### config.mk
export PLATFORM = sky130hd
export DESIGN_NAME = fifo_stream_reader
export DESIGN_NICKNAME = d
export VERILOG_FILES = /design/src/rtl/fifo_stream_reader.sv
export SDC_FILE = /design/constraint.sdc
export NUM_CORES = 1
export LEC_CHECK = 0
export BUFFER_PORTS_ARGS = -buffer_cell sky130_fd_sc_hd__buf_2
export CORE_ASPECT_RATIO = 2
export CORE_MARGIN = 2
export CORE_UTILIZATION = 49
export DETAILED_ROUTE_END_ITERATION = 10
export GPL_TIMING_DRIVEN = 0
export PLACE_DENSITY = 0.7
export SLEW_MARGIN = 40
export SYNTH_ARGS = -nofsm -noshare
export SYNTH_HDL_FRONTEND = slang
export SYNTH_SLANG_ARGS = --single-unit
### constraint.sdc
create_clock -name clk -period 2.6 [get_ports clk]
set_clock_uncertainty 0.2 [all_clocks]
set_input_delay 0.26 -clock clk [delete_from_list [all_inputs] [get_ports clk]]
set_output_delay 0.26 -clock clk [all_outputs]
set_load 0.01 [all_outputs]
### src/rtl/fifo_stream_reader.sv
// Read-side engine for a pointer-based Fifo: drains entries into a registered
// 2-entry buffer and presents them as a val/rdy stream, with a flush sequence.
module fifo_stream_reader #(
    parameter type t_entry    = logic [31:0],
    parameter int  p_cnt_bits = 16
) (
    input  logic                  clk,
    input  logic                  rst,
    input  logic                  fifo_empty,
    input  t_entry                fifo_rdata,
    output logic                  fifo_pop,
    output t_entry                ostream_msg,
    output logic                  ostream_val,
    input  logic                  ostream_rdy,
    input  logic                  flush,
    output logic                  flush_done,
    output logic [p_cnt_bits-1:0] xfer_count
);

    typedef enum logic [1:0] {ST_STREAM, ST_FLUSH, ST_DONE} state_t;

    state_t                state_q, state_d;
    t_entry                head_q, head_d;
    t_entry                tail_q, tail_d;
    logic [1:0]            occ_q, occ_d;
    logic [p_cnt_bits-1:0] count_q, count_d;
    logic                  deq;

    always_ff @(posedge clk or negedge rst) begin
        if (!rst) begin
            state_q <= ST_STREAM;
        end else begin
            state_q <= state_d;
        end
    end

    always_comb begin
        state_d = state_q;
        case (state_q)
            ST_STREAM: if (flush) state_d = ST_FLUSH;
            ST_FLUSH:  if (fifo_empty) state_d = ST_DONE;
            ST_DONE:   state_d = ST_STREAM;
            default:   state_d = ST_STREAM;
        endcase
    end

    // Reset is folded in so a nonempty Fifo never sees a pop while held in reset.
    always_comb begin
        fifo_pop    = 1'b0;
        ostream_val = 1'b0;
        flush_done  = 1'b0;
        if (rst) begin
            case (state_q)
                ST_STREAM: begin
                    ostream_val = (occ_q != 2'd0) && !flush;
                    fifo_pop    = !fifo_empty && ((occ_q != 2'd2) || ostream_rdy) && !flush;
                end
                ST_FLUSH: fifo_pop   = !fifo_empty;
                ST_DONE:  flush_done = 1'b1;
                default: ;
            endcase
        end
    end

    assign deq = ostream_val && ostream_rdy;

    // Pops outside STREAM are discarded; a full buffer only pops alongside a dequeue.
    always_comb begin
        head_d  = head_q;
        tail_d  = tail_q;
        occ_d   = occ_q;
        count_d = count_q + {{(p_cnt_bits-1){1'b0}}, deq};
        if (state_q == ST_STREAM) begin
            if (flush) begin
                occ_d = 2'd0;
            end else begin
                case (occ_q)
                    2'd0: begin
                        if (fifo_pop) begin
                            head_d = fifo_rdata;
                            occ_d  = 2'd1;
                        end
                    end
                    2'd1: begin
                        if (fifo_pop && deq) begin
                            head_d = fifo_rdata;
                        end else if (fifo_pop) begin
                            tail_d = fifo_rdata;
                            occ_d  = 2'd2;
                        end else if (deq) begin
                            occ_d  = 2'd0;
                        end
                    end
                    2'd2: begin
                        if (deq) begin
                            head_d = tail_q;
                            if (fifo_pop) begin
                                tail_d = fifo_rdata;
                            end else begin
                                occ_d  = 2'd1;
                            end
                        end
                    end
                    default: occ_d = 2'd0;
                endcase
            end
        end
    end

    always_ff @(posedge clk or negedge rst) begin
        if (!rst) begin
            head_q  <= '0;
            tail_q  <= '0;
            occ_q   <= 2'd0;
            count_q <= '0;
        end else begin
            head_q  <= head_d;
            tail_q  <= tail_d;
            occ_q   <= occ_d;
            count_q <= count_d;
        end
    end

    assign ostream_msg = head_q;
    assign xfer_count  = count_q;

endmodule

==> impl_metrics.tcl <==
set metrics [dict create \
    path_class "register to register" \
    cp-start-kind "register" \
    r2r_slack_ns 0.14 \
    finalSetupViolCount 0 \
    grt_pass1_vias 2749 \
    start_util 0.501 \
    synth.ff_latch_count 84 \
    areaGrowthSynthToFinish_pct 32.8 \
    grt_start_max_net_pins 47 \
    clk_path_buf_depth 2 \
    ys_warn_count 0 \
    maxCapViolations 0 \
    cts_root_buf "clkbuf_16" \
    io_pins 88 \
    final_area_mm2 0.00521 \
    status "completed" \
    worst_slew_margin_rel 0.628 \
    hpwl_um 5380 \
    synth_cell_type_count 35 \
    fill_cells 628 \
    p_leak_nw 2.68 \
    p_total_mw 4.64 \
    dpl_cell_area_mm2 0.00450 \
    core_area_mm2 0.00783 \
    drv_slew 0 \
    cp_data_required_time_ns 2.61 \
    syn-cell-area_mm2 0.00392 \
    cp.buffers_inverters 2 \
    path_cells "and2b_1 > buf_4 > nand4_4 > a2111oi_4 > buf_6 > mux2_4" \
    cpPeakStageDelay_ns 0.60 \
    first_pass_iters 4 \
    dr_total_vias 2810 \
    whs_ns 0.0196 \
    routed_wl_um 7860 \
    rows 46 \
    drive_gt1_frac 0.391 \
    critPathTopFamily "compound AO/OA/AOI/OAI gates" \
    tritoncts "yes" \
    routabilityCongestion 0.810 \
    clock_latency_ns 0.33 \
    yosysSeqAreaShare 0.536 \
    max_freq_mhz 406 \
    numCtsBuffers 9 \
    htreeDepth 3 \
    place_inst 521 \
    postRouteAntennaNets 0 \
    grt_usage 0.193 \
    final_cells 574 \
    synthCells 337 \
    fp.dieH_um 131 \
    syn_nets 376 \
    grt_first_pass_wirelength_um 12900 \
    worst_pin_slew_ns 0.558 \
    slowest_stage "a2111oi_4" \
    power_density_mw_per_mm2 892 \
    layout.nets 512 \
    antenna_cells 0 \
    critical_path_arrival_ns 2.47 \
    period_needed_ns 2.46 \
    dieArea_mm2 0.00878 \
    max-vdd-ir-drop_mv 0.575 \
    portBuffers 87 \
    hold_viol 0 \
    syn_area_per_cell_um2 11.6 \
    path_clk_slew_ns 0.06 \
    cts_setup_buffers 0 \
    gr-total-overflow 0 \
    wl_per_cell_um 13.7 \
    die_w_um 67.3 \
    numClockSinks 84 \
    rsz0062_at_grt "no" \
    antenna_found_initial 0 \
    drtIter0Drc 139 \
    worstPathMaxFanout 10 \
    drc_errors 0 \
    vias_per_cell 4.90 \
    cp-end-kind "register" \
    hold_class "input port to register" \
    period_share 0.946 \
]
## worst register-to-register path, cell delays in order (launching register included)
cell and delay [ns]:
dfrtp_1 0.45, and2b_1 0.22, buf_4 0.16, nand4_4 0.12, a2111oi_4 0.60, buf_6 0.27, mux2_4 0.32
## cell usage in the layout (no fill, tap or decap), drive strengths merged, types with 3 or more instances in the layout
cell type and instances:
clkbuf 20, dfrtp 84, xnor2 10, nor2 12, buf 100, mux2 64
nand2b 3, xor2 5, inv 4, o21ai 3, dlygate4sd3 34, nand3 8
nor3b 3, nand2 105, nand4 4
## routing by layer
metal,vias to the layer above,track usage,wire length [um]
met1,1335,0.256,3650
met3,10,0.0488,370
met4,0,0.0720,126
met5,-,0,0
li1,1395,-,-
met2,70,0.303,3710
## state kept, by name (all words and copies together) (netlist names)
register	count
state_q	2
xfer_count	16
occ_q	2
ostream_msg	32
tail_q	32
## cells in the mapped netlist
master / number / area, um^2
a2111oi_4: 1 / 27.5
a211o_1: 1 / 8.76
a211oi_1: 1 / 7.51
a311oi_1: 1 / 8.76
and2_1: 1 / 6.26
and2b_1: 1 / 7.51
and2b_2: 1 / 8.76
and3_1: 1 / 6.26
buf_2: 4 / 20.0
buf_4: 1 / 7.51
buf_6: 4 / 45.0
clkbuf_1: 7 / 26.3
dfrtp_1: 84 / 2100
ha_1: 2 / 25.0
inv_1: 3 / 11.3
mux2_2: 34 / 383
mux2_4: 30 / 450
mux2i_1: 1 / 10.0
nand2_1: 105 / 394
nand2b_1: 3 / 18.8
nand3_1: 8 / 40.0
nand4_1: 3 / 18.8
nand4_4: 1 / 21.3
nor2_1: 11 / 41.3
nor2_2: 1 / 6.26
nor2b_1: 1 / 6.26
nor3_1: 2 / 10.0
nor3b_1: 1 / 7.51
nor3b_2: 2 / 25.0
o2111ai_1: 1 / 8.76
o21a_1: 1 / 7.51
o21ai_0: 3 / 15.0
o31ai_1: 1 / 7.51
xnor2_1: 10 / 87.6
xor2_1: 5 / 43.8
## layout make-up
| class | instances | area (um^2) | area share |
|---|---|---|---|
| repair buffers | 125 | 877 | 0.168 |
| inverters | 3 | 11.3 | 0.00216 |
| flip-flops and latches | 84 | 2100 | 0.404 |
| multi-input cells | 234 | 1730 | 0.331 |
| clock buffers | 13 | 250 | 0.0480 |
| clock inverters | 3 | 21.3 | 0.00408 |
| plain buffers | 16 | 100 | 0.0192 |
| well taps | 96 | 120 | 0.0231 |
## where the power goes
part | switching (mW) | internal (mW) | total, mW | leakage [nW]
Clock | 0.484 | 0.676 | 1.16 | 0.130
Sequential | 0.263 | 1.79 | 2.05 | 1.09
Combinational | 0.607 | 0.829 | 1.44 | 1.46
Total | 1.35 | 3.29 | 4.64 | 2.68
## timing repair
item,4_1_cts,5_1_grt
endpoints found under the hold margin,78,0
hold buffers,37,0
gates resized for setup,0,6
setup endpoints to repair,0,8
## metrics by stage
stage | setup TNS [ns] | worst slack, ns | util
2_1_floorplan | 0 | 0.386 | -
3_3_place_gp | -87.29 | -1.33 | 0.572
3_5_place_dp | -12.37 | -0.343 | 0.575
4_1_cts | 0 | 0.0553 | 0.663
5_1_grt | 0 | 0.00727 | 0.665
6_report | 0 | 0.139 | 0.665
## logic make-up (layout without fill, tap and decap cells)
| logic type | Yosys count | after routing | synth area share |
|---|---|---|---|
| muxes | 65 | 65 | 0.215 |
| adders and majority gates | 2 | 2 | 0.00638 |
| and+or+nand+nor | 142 | 142 | 0.158 |
| buffers and inverters | 19 | 160 | 0.0281 |
| DFF | 84 | 84 | 0.536 |
| xor gates and xnor gates | 15 | 15 | 0.0335 |
| AOI/OAI and AO/OA | 10 | 10 | 0.0233 |
## path summary, 6_finish.rpt
path | from | to | depth (start not counted)
max in group asynchronous | rst | tail_q[21] | 4
worst max register to register | occ_q[0] | ostream_msg[6] | 6
worst min-delay path | fifo_empty | state_q[1] | 3
min in group asynchronous | rst | tail_q[24] | 4
worst min register to register | xfer_count[15] | xfer_count[15] | 1
worst max-delay path | occ_q[0] | ostream_msg[6] | 6
No activity file was read; power rests on OpenSTA's default activity.
